--- config.mk ---
export PLATFORM = sky130hd
export DESIGN_NAME = la_axis_up_arbiter
export DESIGN_NICKNAME = d
export VERILOG_FILES = /design/src/rtl/la_axis_up_arbiter.sv
export SDC_FILE = /design/constraint.sdc
export NUM_CORES = 1
export LEC_CHECK = 0
export CORE_MARGIN = 2
export CORE_UTILIZATION = 36
export CTS_CLUSTER_SIZE = 14
export DETAILED_ROUTE_END_ITERATION = 8
export HOLD_SLACK_MARGIN = 0.1
export PLACE_DENSITY = 0.76
export SETUP_SLACK_MARGIN = 0.2
export SLEW_MARGIN = 10
export SYNTH_ARGS = -nofsm -noshare
export SYNTH_HDL_FRONTEND = slang
export SYNTH_SLANG_ARGS = --single-unit
--- constraint.sdc ---
create_clock -name axis_clk -period 2.1 [get_ports axis_clk]
set_clock_uncertainty 0.15 [all_clocks]
set_input_delay 0.63 -clock axis_clk [delete_from_list [all_inputs] [get_ports axis_clk]]
set_output_delay 0.63 -clock axis_clk [all_outputs]
set_load 0.01 [all_outputs]
--- src/rtl/la_axis_up_arbiter.sv ---
`default_nettype none
// ============================================================================
// Module   : la_axis_up_arbiter
// Brief    : Packet-aware two-source AXI-Stream arbiter for the shared upstream
//            link (LA trace with high-priority request, user-project stream).
// Revision : 1.0 - initial release
// ============================================================================
module la_axis_up_arbiter #(
    parameter int DATA_WIDTH = 32,
    parameter int USER_WIDTH = 2
) (
    input  logic                    axis_clk,
    input  logic                    axis_rst,
    input  logic                    cfg_arb_en,
    input  logic [7:0]              cfg_starve_lim,

    input  logic [DATA_WIDTH-1:0]   s0_tdata,
    input  logic [DATA_WIDTH/8-1:0] s0_tstrb,
    input  logic [DATA_WIDTH/8-1:0] s0_tkeep,
    input  logic [USER_WIDTH-1:0]   s0_tuser,
    input  logic                    s0_tlast,
    input  logic                    s0_tvalid,
    input  logic                    s0_hpri_req,
    output logic                    s0_tready,

    input  logic [DATA_WIDTH-1:0]   s1_tdata,
    input  logic [DATA_WIDTH/8-1:0] s1_tstrb,
    input  logic [DATA_WIDTH/8-1:0] s1_tkeep,
    input  logic [USER_WIDTH-1:0]   s1_tuser,
    input  logic                    s1_tlast,
    input  logic                    s1_tvalid,
    output logic                    s1_tready,

    output logic [DATA_WIDTH-1:0]   m_tdata,
    output logic [DATA_WIDTH/8-1:0] m_tstrb,
    output logic [DATA_WIDTH/8-1:0] m_tkeep,
    output logic [USER_WIDTH-1:0]   m_tuser,
    output logic                    m_tlast,
    output logic                    m_tvalid,
    output logic                    m_tid,
    input  logic                    m_tready,

    output logic [1:0]              grant_state
);

    localparam logic [1:0] c_IDLE = 2'b00;
    localparam logic [1:0] c_GNT0 = 2'b01;
    localparam logic [1:0] c_GNT1 = 2'b10;

    logic [1:0]              r_state;
    logic [1:0]              w_state_nxt;
    logic                    r_last_gnt;
    logic [7:0]              r_starve_cnt;

    logic [DATA_WIDTH-1:0]   r_m_tdata;
    logic [DATA_WIDTH/8-1:0] r_m_tstrb;
    logic [DATA_WIDTH/8-1:0] r_m_tkeep;
    logic [USER_WIDTH-1:0]   r_m_tuser;
    logic                    r_m_tlast;
    logic                    r_m_tvalid;
    logic                    r_m_tid;

    logic                    w_out_free;
    logic                    w_acc0;
    logic                    w_acc1;
    logic                    w_done0;
    logic                    w_done1;
    logic                    w_starve;

    // The output register can take a new beat when empty or draining this cycle.
    assign w_out_free = !r_m_tvalid || m_tready;
    assign s0_tready  = (r_state == c_GNT0) && w_out_free;
    assign s1_tready  = (r_state == c_GNT1) && w_out_free;
    assign w_acc0     = s0_tvalid && s0_tready;
    assign w_acc1     = s1_tvalid && s1_tready;
    assign w_done0    = w_acc0 && s0_tlast;
    assign w_done1    = w_acc1 && s1_tlast;
    assign w_starve   = (cfg_starve_lim != 8'd0) && (r_starve_cnt >= cfg_starve_lim) && s1_tvalid;

    always_comb begin
        w_state_nxt = r_state;
        case (r_state)
            c_IDLE: begin
                if (cfg_arb_en) begin
                    if (w_starve) begin
                        w_state_nxt = c_GNT1;
                    end else if (s0_tvalid && s0_hpri_req) begin
                        w_state_nxt = c_GNT0;
                    end else if (s0_tvalid && s1_tvalid) begin
                        w_state_nxt = r_last_gnt ? c_GNT0 : c_GNT1;
                    end else if (s0_tvalid) begin
                        w_state_nxt = c_GNT0;
                    end else if (s1_tvalid) begin
                        w_state_nxt = c_GNT1;
                    end
                end
            end
            c_GNT0:  if (w_done0) w_state_nxt = c_IDLE;
            c_GNT1:  if (w_done1) w_state_nxt = c_IDLE;
            default: w_state_nxt = c_IDLE;
        endcase
    end

    always_ff @(posedge axis_clk or posedge axis_rst) begin
        if (axis_rst) begin
            r_state      <= c_IDLE;
            r_last_gnt   <= 1'b1;
            r_starve_cnt <= 8'd0;
        end else begin
            r_state <= w_state_nxt;
            if (w_done0) begin
                r_last_gnt <= 1'b0;
            end else if (w_done1) begin
                r_last_gnt <= 1'b1;
            end
            // Counts LA packets that completed while the user project was waiting.
            if (w_done1) begin
                r_starve_cnt <= 8'd0;
            end else if (w_done0 && s1_tvalid && (r_starve_cnt != 8'hFF)) begin
                r_starve_cnt <= r_starve_cnt + 8'd1;
            end
        end
    end

    always_ff @(posedge axis_clk or posedge axis_rst) begin
        if (axis_rst) begin
            r_m_tdata  <= '0;
            r_m_tstrb  <= '0;
            r_m_tkeep  <= '0;
            r_m_tuser  <= '0;
            r_m_tlast  <= 1'b0;
            r_m_tvalid <= 1'b0;
            r_m_tid    <= 1'b0;
        end else if (w_acc0 || w_acc1) begin
            r_m_tdata  <= w_acc1 ? s1_tdata : s0_tdata;
            r_m_tstrb  <= w_acc1 ? s1_tstrb : s0_tstrb;
            r_m_tkeep  <= w_acc1 ? s1_tkeep : s0_tkeep;
            r_m_tuser  <= w_acc1 ? s1_tuser : s0_tuser;
            r_m_tlast  <= w_acc1 ? s1_tlast : s0_tlast;
            r_m_tvalid <= 1'b1;
            r_m_tid    <= w_acc1;
        end else if (m_tready) begin
            r_m_tvalid <= 1'b0;
        end
    end

    assign m_tdata     = r_m_tdata;
    assign m_tstrb     = r_m_tstrb;
    assign m_tkeep     = r_m_tkeep;
    assign m_tuser     = r_m_tuser;
    assign m_tlast     = r_m_tlast;
    assign m_tvalid    = r_m_tvalid;
    assign m_tid       = r_m_tid;
    assign grant_state = r_state;

endmodule
`default_nettype wire

==> flow_metrics.tcl <==
set metrics [dict create \
    wl_met2_um 4285 \
    yosys.area_share.simple 0.1592 \
    cap_viol_max_count 0 \
    max_clock_freq_ghz 0.4910 \
    crit_family "flip-flops" \
    portBuffers 149 \
    crit_type "reg -> out" \
    die_w_um 94.86 \
    clockRootBuffer "clkbuf_8" \
    final_common_cell "clkdlybuf4s50_1" \
    multi_input_area_um2 1468 \
    synthMuxAreaShare 0.1482 \
    worst_pin_slew_ns 0.3705 \
    antenna_found_initial 0 \
    syn_avg_cell_area_um2 10.14 \
    drt_pass1_iterations 4 \
    ctsHoldBuffers 0 \
    hp-class "reg -> reg" \
    clockBufferDepth 2 \
    grt_pass1_vias 2872 \
    peakVddDrop_v 0.0004780 \
    syn_area_um2 2972 \
    wl_met3_um 507 \
    critPathBufInv 2 \
    final.setup.tns_ns 0 \
    num-nets-final 571 \
    top_layer "met4" \
    dieArea_um2 8997 \
    timing.slew.headroom 0.7527 \
    outcome "completed" \
    rr_startpoint "grant_state[0]" \
    synth_flop_cell "dfrtp_1" \
    ys_ff_latch 56 \
    rows 33 \
    synth-edff-count 0 \
    yosys_warnings 0 \
    final_cell_mix "clkdlybuf4s50_1 (88), dfrtp_1 (55), dlygate4sd2_1 (55)" \
    pwr-share-comb 0.513 \
    synth-compound-area-share 0.1095 \
    cp.arrival_ns 1.26 \
    synth_area_leader_cell "dfrtp_1" \
    drtIter0Drc 120 \
    pwr-share-seq 0.371 \
    io_pins 150 \
    syn_nets 403 \
    power.density_nw_per_um2 1019 \
    cts_buffers 5 \
    p_leak_nw 2.362 \
    wl_per_cell_um 14.99 \
    cts_sinks 56 \
    cts_max_level 2 \
    antenna_left 0 \
    syn_inst 293 \
    area.sequential_um2 1403 \
    drv_slew 0 \
    synth_top_family_by_area "simple AND/OR/NAND/NOR gates" \
    cp-start-kind "register" \
    rsz0062_at_grt "true" \
    crit_required_ns 1.32 \
    setup.reg_to_reg.worst_slack_ns 0.25 \
    insertion_delay_ns 0.30 \
    min_from "m_tid" \
    fin_crit_ns 2.036 \
    gp_congestion 0.7890 \
    core_area_um2 8093 \
    m1WireLength_um 3559 \
    layout-drive-gt1-share 0.1342 \
    diodes 0 \
    vias 2761 \
    place_ws_ns -0.6802 \
    yosysSeqAreaShare 0.4720 \
    swShare 0.3630 \
    fin_util 0.6003 \
    finalCritPeriodShare 0.9697 \
    hpwl_um 6254 \
    critPathSlowestCell "dfrtp_1" \
    path_cells "buf_4, nand2b_1, nor2_1, buf_2" \
    final_cell_area_um2 4858 \
    fp.dieH_um 94.86 \
    dpl_cell_area_um2 4669 \
    start_util 0.3672 \
    crit_fanout 4 \
    power.switching_mw 1.797 \
    crit_start "grant_state[0]" \
    end_kind "output port" \
    grt-ovfl-total 0 \
    synth.area.top_cells "dfrtp_1 (46%), mux2i_1 (15%), o21ai_1 (7.2%)" \
    setup-violations-final 0 \
    synth_xor_area_frac 0.01179 \
    grt_pass1_wl_um 13430 \
    synthToLayoutAreaGrowth_pct 63.49 \
    fin_ws_ns 0.06354 \
    via_per_inst 4.869 \
    synth.distinct_cells 38 \
    synthArstFlopShare 1.000 \
    clk_pin_slew_ns 0.09 \
    pwr-share-clk 0.115 \
    synthAdderAreaFrac 0.03789 \
    synth_top_area_share 0.4632 \
    hold_viol_final 0 \
    p_int_mw 3.155 \
    post-route-drc-count 0 \
    nFillCells 728 \
    grt_usage 0.1929 \
    cpPeakStageDelay_ns 0.40 \
    grt_max_degree 57 \
    cts_tree "built" \
    wl_um 8501 \
]
[state kept, by name, summed over array words and instances, names as in the netlist]
signal,count
grant_state,2
m_tdata,32
m_tid,1
m_tkeep,4
m_tlast,1
m_tstrb,4
m_tuser,2
m_tvalid,1
r_last_gnt,1
r_starve_cnt,8
[path summary, 6_finish.rpt]
path,end,cells past startpoint
min,m_tid,2
max,s1_tready,4
max reg2reg,m_tkeep[3],9
min reg2reg,m_tid,2
max in group asynchronous,r_last_gnt,3
min in group asynchronous,m_tdata[20],3
[worst reg2reg max path, delay by kind of cell (launching register included)]
kind / cells / cell delay [ns]
buf+inv: 5 / 0.68
simple gates: 2 / 0.20
flops: 1 / 0.40
compound gates: 1 / 0.09
mux: 1 / 0.22
[final cells by class]
class / count / area share
Clock buffer: 7 / 0.01571
Clock inverter: 1 / 0.001030
Tap cell: 105 / 0.02704
Timing Repair Buffer: 176 / 0.3546
Multi-Input combinational cell: 209 / 0.3021
Inverter: 13 / 0.01082
Sequential cell: 56 / 0.2887
[cell families after synthesis]
| logic type | count (synthesis) |
|---|---|
| adder cells (fa/ha/maj) | 9 |
| flip-flops | 56 |
| AO/OA/AOI/OAI | 59 |
| AND/OR/NAND/NOR | 93 |
| buffers and inverters | 28 |
| multiplexers | 44 |
| XOR/XNOR | 4 |
[cells in the mapped netlist (all sizes together), types with 2 or more instances]
cell and count:
nand3 7, o21ai 47, nand4 3, nor2 12, xnor2 4, o211a 2
buf 12, and2 2, ha 9, nand2 51, nor4 3, clkbuf 3
inv 13, mux2i 44, nor3 7, nand2b 3, dfrtp 55, nor2b 2
a21oi 4
[timing repair]
item,in CTS,in global routing
cloned,1,1
gates resized for setup,85,6
pin swaps,13,4
endpoints found under the setup margin,104,15
buffers inserted,4,2
[through the flow]
stage / instances / hold WS, ns / total power [mW]
final: 567 / 0.3358 / 4.952
after global routing: 567 / 0.3994 / 5.335
after CTS: 564 / 0.3418 / 4.956
after detailed placement: 551 / 0.3232 / 4.652
after global placement: 551 / 0.3185 / 4.564
after floorplan: 293 / 0.3293 / 3.161
[power groups by stage]
| stage | registers, mW | clock network [mW] | logic, mW |
|---|---|---|---|
| 5_1_grt | 1.91 | 0.641 | 2.78 |
| 3_3_place_gp | 1.87 | 0 | 2.70 |
| 2_1_floorplan | 2.08 | 0 | 1.08 |
| 6_report | 1.84 | 0.571 | 2.54 |
| 3_5_place_dp | 1.90 | 0 | 2.75 |
| 4_1_cts | 1.85 | 0.595 | 2.51 |
[per-layer routing]
metal	vias up	global-route usage
met5	-	0
met4	0	0.04952
met3	16	0.04948
met2	103	0.3522
met1	1289	0.2240
li1	1353	-
No activity file was read; power rests on OpenSTA's default activity.
